==> src/rtl/apb_slave_regfile.sv <==
// apb_slave_regfile: APB completer with configurable wait states, backed by a
// 32-bit register file with a read-only ID word and a read-only transfer counter.
module apb_slave_regfile #(
    parameter int          SLV_ID      = 0,
    parameter int          NUM_REGS    = 8,
    parameter int          WAIT_CYCLES = 0,
    parameter logic [31:0] ID_VALUE    = 32'hA5B0_0001
) (
    input  logic        hclk,
    input  logic        hresetn,
    input  logic [2:0]  psel,
    input  logic        penable,
    input  logic        pwrite,
    input  logic [31:0] paddr,
    input  logic [31:0] pwdata,
    output logic [31:0] prdata,
    output logic        pready,
    output logic        pslverr
);
    localparam int AW = $clog2(NUM_REGS);

    typedef enum logic {IDLE, ACCESS} state_t;

    state_t      state_q, state_d;
    logic [11:0] cap_addr_q, cap_addr_d;
    logic        cap_write_q, cap_write_d;
    logic [31:0] cap_wdata_q, cap_wdata_d;
    logic [3:0]  wcnt_q, wcnt_d;
    logic        pready_d, pslverr_d;
    logic [31:0] prdata_d;
    logic [15:0] xfer_cnt;
    logic [31:0] regs [NUM_REGS];
    logic        commit;

    logic        sel;
    logic [11:0] src_addr;
    logic        src_write;
    logic [9:0]  src_idx;
    logic        src_err;
    logic [31:0] src_rdata;
    logic [31:0] resp_prdata;
    logic        unused;

    assign unused = ^{psel, paddr[31:12]};
    assign sel    = psel[SLV_ID];

    // In IDLE the zero-wait response must be built from the live bus, otherwise from the captured request.
    assign src_addr    = (state_q == IDLE) ? paddr[11:0] : cap_addr_q;
    assign src_write   = (state_q == IDLE) ? pwrite : cap_write_q;
    assign src_idx     = src_addr[11:2];
    assign src_err     = ({1'b0, src_idx} >= 11'(NUM_REGS)) || (src_addr[1:0] != 2'b00) ||
                         (src_write && (src_idx < 10'd2));
    assign src_rdata   = (src_idx == 10'd0) ? ID_VALUE :
                         (src_idx == 10'd1) ? {16'h0000, xfer_cnt} : regs[src_idx[AW-1:0]];
    assign resp_prdata = src_write ? prdata : (src_err ? 32'h0 : src_rdata);

    always_comb begin
        state_d     = state_q;
        cap_addr_d  = cap_addr_q;
        cap_write_d = cap_write_q;
        cap_wdata_d = cap_wdata_q;
        wcnt_d      = wcnt_q;
        pready_d    = 1'b0;
        pslverr_d   = 1'b0;
        prdata_d    = prdata;
        commit      = 1'b0;
        if (state_q == IDLE) begin
            if (sel && !penable) begin
                cap_addr_d  = paddr[11:0];
                cap_write_d = pwrite;
                cap_wdata_d = pwdata;
                wcnt_d      = 4'(WAIT_CYCLES);
                state_d     = ACCESS;
                if (WAIT_CYCLES == 0) begin
                    pready_d  = 1'b1;
                    pslverr_d = src_err;
                    prdata_d  = resp_prdata;
                end
            end
        end else if (pready) begin
            commit  = !pslverr;
            state_d = IDLE;
        end else if (sel && penable) begin
            wcnt_d = wcnt_q - 4'd1;
            if (wcnt_q == 4'd1) begin
                pready_d  = 1'b1;
                pslverr_d = src_err;
                prdata_d  = resp_prdata;
            end
        end else begin
            state_d = IDLE;
        end
    end

    always_ff @(posedge hclk or negedge hresetn) begin
        if (!hresetn) begin
            state_q     <= IDLE;
            cap_addr_q  <= '0;
            cap_write_q <= 1'b0;
            cap_wdata_q <= '0;
            wcnt_q      <= '0;
            pready      <= 1'b0;
            pslverr     <= 1'b0;
            prdata      <= '0;
            xfer_cnt    <= '0;
            for (int i = 0; i < NUM_REGS; i++) regs[i] <= '0;
        end else begin
            state_q     <= state_d;
            cap_addr_q  <= cap_addr_d;
            cap_write_q <= cap_write_d;
            cap_wdata_q <= cap_wdata_d;
            wcnt_q      <= wcnt_d;
            pready      <= pready_d;
            pslverr     <= pslverr_d;
            prdata      <= prdata_d;
            if (commit) begin
                xfer_cnt <= xfer_cnt + 16'd1;
                if (cap_write_q) regs[cap_addr_q[AW+1:2]] <= cap_wdata_q;
            end
        end
    end
endmodule
==> config.mk <==
export PLATFORM = sky130hd
export DESIGN_NAME = apb_slave_regfile
export DESIGN_NICKNAME = d
export VERILOG_FILES = /design/src/rtl/apb_slave_regfile.sv
export SDC_FILE = /design/constraint.sdc
export NUM_CORES = 1
export LEC_CHECK = 0
export CORE_MARGIN = 5
export CORE_UTILIZATION = 45
export DETAILED_ROUTE_END_ITERATION = 10
export DONT_BUFFER_PORTS = 1
export PLACE_DENSITY_LB_ADDON = 0.08
export SYNTH_ARGS = -nofsm -noshare
export SYNTH_HDL_FRONTEND = slang
export SYNTH_SLANG_ARGS = --single-unit
==> constraint.sdc <==
create_clock -name hclk -period 6.2 [get_ports hclk]
set_clock_uncertainty 0.05 [all_clocks]
set_input_delay 0.93 -clock hclk [delete_from_list [all_inputs] [get_ports hclk]]
set_output_delay 0.93 -clock hclk [all_outputs]
set_load 0.02 [all_outputs]
Word-level counts from Yosys, hierarchy flattened:

Cells that the tools add are included.

* flip-flop bits (word level): 356
* input port bits: 71
* output and inout port bits: 34
* logic and storage cells: 83

* add/subtract/negate cells: 2
* magnitude comparators: 5
* equality and inequality tests: 5
* multiplexer cells: 36
* bitwise gates (word level): 3
* reduce and logical (&&, ||, !) cells: 15

Operator list (number)
* 32-bit two-way mux: 12
* 256-bit bitwise mux: 1
* 32-bit binary-select mux with 3-bit select: 1
* 32-bit demux with 3-bit select: 1
* 16-bit by 1-bit adder with 16-bit output, second input constant: 1
* 1-bit two-way mux: 16
* 4-bit two-way mux: 4
* 12-bit two-way mux: 1
* 10-bit by 1-bit equality test with 1-bit output, second input constant: 1
* 10-bit by 4-bit >= comparator with 1-bit output, second input constant: 1
* 10-bit logical NOT: 1
* 10-bit by 2-bit less-than comparator with 1-bit output, second input constant: 1
* 4-bit >= comparator, second input constant: 2
* 3-bit NOT with 4-bit output: 2
* 4-bit by 1-bit equality test with 1-bit output, second input constant: 1
* 1-bit logical AND: 4
* 4-bit by 1-bit less-than comparator with 1-bit output, second input constant: 1
* 2-bit by 1-bit inequality test with 1-bit output, second input constant: 2
* 2-bit AND reduction: 2
* 4-bit AND reduction: 1
* 2-bit nonzero test: 2
* 4-bit by 1-bit subtractor with 4-bit output, second input constant: 1
* 3-bit AND reduction: 1
* 1-bit logical NOT: 2
* other kinds (3): 4

Logic depth before layout (Yosys ltp):

* word-level depth: 13
* depth in mapped cells: 10
* depth with buffers taken out: 7

Worst setup path after synthesis:

No wires, ideal clock.

* path type: input to register
* start point: in penable
* end point: reg prdata[10]
* setup time: 0.086 ns
* data arrival time: 2.659 ns
* required time: 6.064 ns
* path slack: 3.405 ns
* cell stages on the path: 8
* buffers on the path: 4
* cells stage by stage: or3b_1 buf_2 o32a_1 buf_2 or4b_1 clkbuf_2 buf_6 o221ai_2

* cells in the longest elaborated chain, start to end: 4
* elaborated cells on any way between the ends: 6
* those cells by class: 1 x eq/ne; 5 x reduce/logical

RTL lines
* start, declared: RTL line 12 `input logic penable,`
* 1-bit logical NOT: RTL line 68 `if (sel && !penable) begin`
* 1-bit logical AND: RTL line 68
* 2-bit nonzero test (no source line)
* 4-bit AND reduction (no source line) (*)
* end signal, assigned: RTL line 115 `prdata <= prdata_d;`
* end, declared: RTL line 16 `output logic [31:0] prdata,`

Every way passes the cells marked *; elsewhere a longest branch is shown, timed or not.
A chain may end at the register's enable or synchronous reset.

Final worst setup path:

* start point: reg state_q
* end point: reg prdata[4]

* cells in the longest elaborated chain, start to end: 13
* elaborated cells on any way between the ends: 28
* those cells by class: 2 x order compare; 4 x eq/ne; 14 x mux; 1 x bitwise; 7 x reduce/logical

RTL lines
* start, declared: RTL line 24 `state_t state_q, state_d;`
* start signal, assigned: RTL line 108 `state_q <= state_d;`
* 12-bit two-way mux: RTL line 48 `assign src_addr = (state_q == IDLE) ? paddr[11:0] : cap_addr_q;`
* 3-bit NOT with 4-bit output (not written as such): RTL line 54 `(src_idx == 10'd1) ? {16'h0000, xfer_cnt} : regs[src_idx[AW-1:0]];`
* 32-bit binary-select mux with 3-bit select: RTL line 54
* 32-bit two-way mux (not written as such) (2 in series): RTL line 54
* 32-bit two-way mux: RTL line 54
* 32-bit two-way mux: RTL line 53 `assign src_rdata = (src_idx == 10'd0) ? ID_VALUE :`
* 32-bit two-way mux (2 in series): RTL line 55 `assign resp_prdata = src_write ? prdata : (src_err ? 32'h0 : src_rdata);`
* 32-bit two-way mux: RTL line 85 `if (wcnt_q == 4'd1) begin`
* 32-bit two-way mux: RTL line 83 `end else if (sel && penable) begin`
* 32-bit two-way mux: RTL line 80 `end else if (pready) begin`
* 32-bit two-way mux: RTL line 67 `if (state_q == IDLE) begin`

Several ways; a longest one is shown, not always the timed one. The select of a mux whose other input is x is not followed.

==> impl_metrics.yaml <==
flow_run:
  drv_cap: 0
critical_path:
  critical_path_class: "flip-flop to flip-flop"
  crit_path_top_delay_cell: "or4b_1"
  critPathTopFamily: "simple AND/OR/NAND/NOR gates"
  path_cells: "or3b_2 > buf_4 > o32a_2 > or4b_1 > o221ai_1"
  crit_path_end_kind: "flip-flop"
  cpPeakStageDelay_ps: 1050
  worstPathArrival_ps: 3710
  cp.buffers_inverters: 1
  worstPathRequired_ps: 6580
  crit_path_start_kind: "flip-flop"
  crit_path_max_fanout: 46
sta:
  tightest_slew_ps: 988
  fin_tns_setup_ps: 0
  relSlewSlack_pct: 34.1
  fin_ws_ps: 2870
  setup-violations-final: 0
  slew_violations: 0
  clock.fmax_mhz: 300
  min_period_over_period_pct: 53.7
  hold_violations: 0
  rsz0062_at_grt: "no"
  finalCriticalPeriod_ps: 3330
power:
  vdd_drop_max_mv: 0.315
  p_leak_nw: 8.26
  powerDensity_nw_per_um2: 308
clocking:
  cts_hold_buf: 0
  numClockSinks: 356
  cts_root_buf: "clkbuf_16"
  h-tree-depth: 2
  cts_setup_buffers: 0
  cts_tree: "built"
  post_cts_resized: 0
  clk_pin_slew_worst_paths_ps: 60
  clock_path_buffers: 3
  clk_latency_ps: 540
  cts_buffers: 40
drt:
  wl_per_cell_um: 20.8
  antenna_left: 0
  routed_wl_um: 39900
  first_iter_violations: 647
  vias: 10600
  viasPerCell: 5.52
  drc_errors: 0
  drt_first_pass_iters: 4
synthesis:
  synth-edff-count: 0
  yosys.area.top_type: "dfrtp_1"
  syn-cell-area_um2: 15900
  syn_inst: 1468
  ys_top_cells_by_count: "nand2_1 (421), dfrtp_1 (356), mux2_2 (258)"
  synth-seq-cells: 356
  ys_warn_count: 0
  synth_area_leaders: "dfrtp_1 (56%), mux2_2 (18%), nand2_1 (10%)"
  ys.flop_type: "dfrtp_1"
  synth_top_area_share_pct: 56.1
  ys_types: 53
  async_reset_ff_share_pct: 100
  seq_area_frac_synth_pct: 56.1
  synth.most_common_cell: "nand2_1"
  synth.net_count: 1542
  syn_avg_cell_area_um2: 10.8
floorplan:
  coreArea_um2: 34700
  ioPinCount: 105
  fp.dieW_um: 198
  row_count: 68
  dieArea_um2: 39100
  start_util_pct: 45.7
  dieHeight_um: 198
grt:
  grt_pass1_vias: 10600
  antenna_found_initial: 0
  grt_pass1_wl_um: 63100
  grt_overflow: 0
  grt_usage_pct: 20.5
  grt_max_degree: 357
placement:
  dpl.hpwl_um: 21200
  pre_cts_ws_ps: 2290
  io_buffers: 0
  place_congestion: 0.744
layout:
  nets: 1507
  area_delta_synth_final_pct: 11.1
  layout-drive-gt1-share_pct: 24.7
hold_path:
  holdCritPathClass: "input port to async pin"
outcome:
  status: "finished, final reports clean"
[final timing paths]
| check | depth (start not counted) | to | slack, ps | start |
|---|---|---|---|---|
| hold / removal | 0 | cap_addr_q[10] | 40 | hresetn |
| min in group hclk | 1 | xfer_cnt[13] | 430 | xfer_cnt[13] |
| hold reg to reg | 1 | xfer_cnt[13] | 430 | xfer_cnt[13] |
| setup reg to reg | 5 | prdata[4] | 2870 | state_q |
| max in group asynchronous | 0 | cap_wdata_q[17] | 5250 | hresetn |
| setup / recovery | 5 | prdata[4] | 2870 | state_q |
[report_power, final]
part / internal, mW / switching, mW / leakage, nW
registers: 2.45 / 0.151 / 4.89
clock network: 1.49 / 0.937 / 0.665
logic: 0.151 / 0.258 / 2.71
[state kept, by name (all words and copies together), names as in the netlist]
| register | flops |
|---|---|
| prdata | 32 |
| wcnt_q | 4 |
| pready | 1 |
| pslverr | 1 |
| xfer_cnt | 16 |
| cap_wdata_q | 32 |
| cap_addr_q | 12 |
| state_q | 1 |
| regs | 256 |
| cap_write_q | 1 |
[cells by family (layout without fill, tap and decap cells)]
kind of cell | count (synthesis) | in the layout | share of synthesized area, %
other | 0 | 1 | 0
and+or+nand+nor | 643 | 643 | 17.6
AOI/OAI and AO/OA | 69 | 69 | 3.52
buffers and inverters | 116 | 108 | 2.84
DFF | 356 | 356 | 56.1
xor gates and xnor gates | 17 | 17 | 0.938
adders and majority gates | 3 | 3 | 0.237
muxes | 264 | 264 | 18.7
[cell type report]
cell class	count	area [µm²]
Antenna cell	1	2.50
Clock buffer	58	1180
Clock inverter	11	166
Fill cell	3193	17100
Inverter	22	82.6
Multi-Input combinational cell	996	6580
Sequential cell	356	8910
Tap cell	455	569
Timing Repair Buffer	17	140
[stage by stage]
step	cells	util [%]	cell area [µm²]	hold WS, ps	total power [mW]
after global placement	1846	46.9	16300	409	3.05
after floorplan	1468	-	15900	389	2.88
after CTS	1915	50.8	17600	20.9	5.50
final	1916	50.8	17600	42.6	5.43
after global routing	1915	50.8	17600	16.8	5.66
after detailed placement	1846	46.9	16300	415	3.06
[layer usage]
metal  share of wire [%]  GRT usage [%]  wire length, µm
met3                 3.1           3.11             1240
met5                   0              0                0
met1                  47           29.2            18800
met4                 1.6           4.51              639
met2                  48           33.5            19200
[layout by cell type (no fill, tap or decap), types with 6 or more instances in the layout]
cell / count
clkbuf_1: 9
nor3_1: 7
nand3_1: 129
clkbuf_16: 42
inv_1: 22
buf_4: 16
mux2_2: 257
clkinv_2: 6
dfrtp_1: 356
o221ai_2: 10
xnor2_1: 14
nand4_1: 33
nor2_1: 16
o211ai_1: 7
nand2_1: 418
o21ai_0: 20
clkbuf_8: 7
Power figures use the tool's default switching activity.
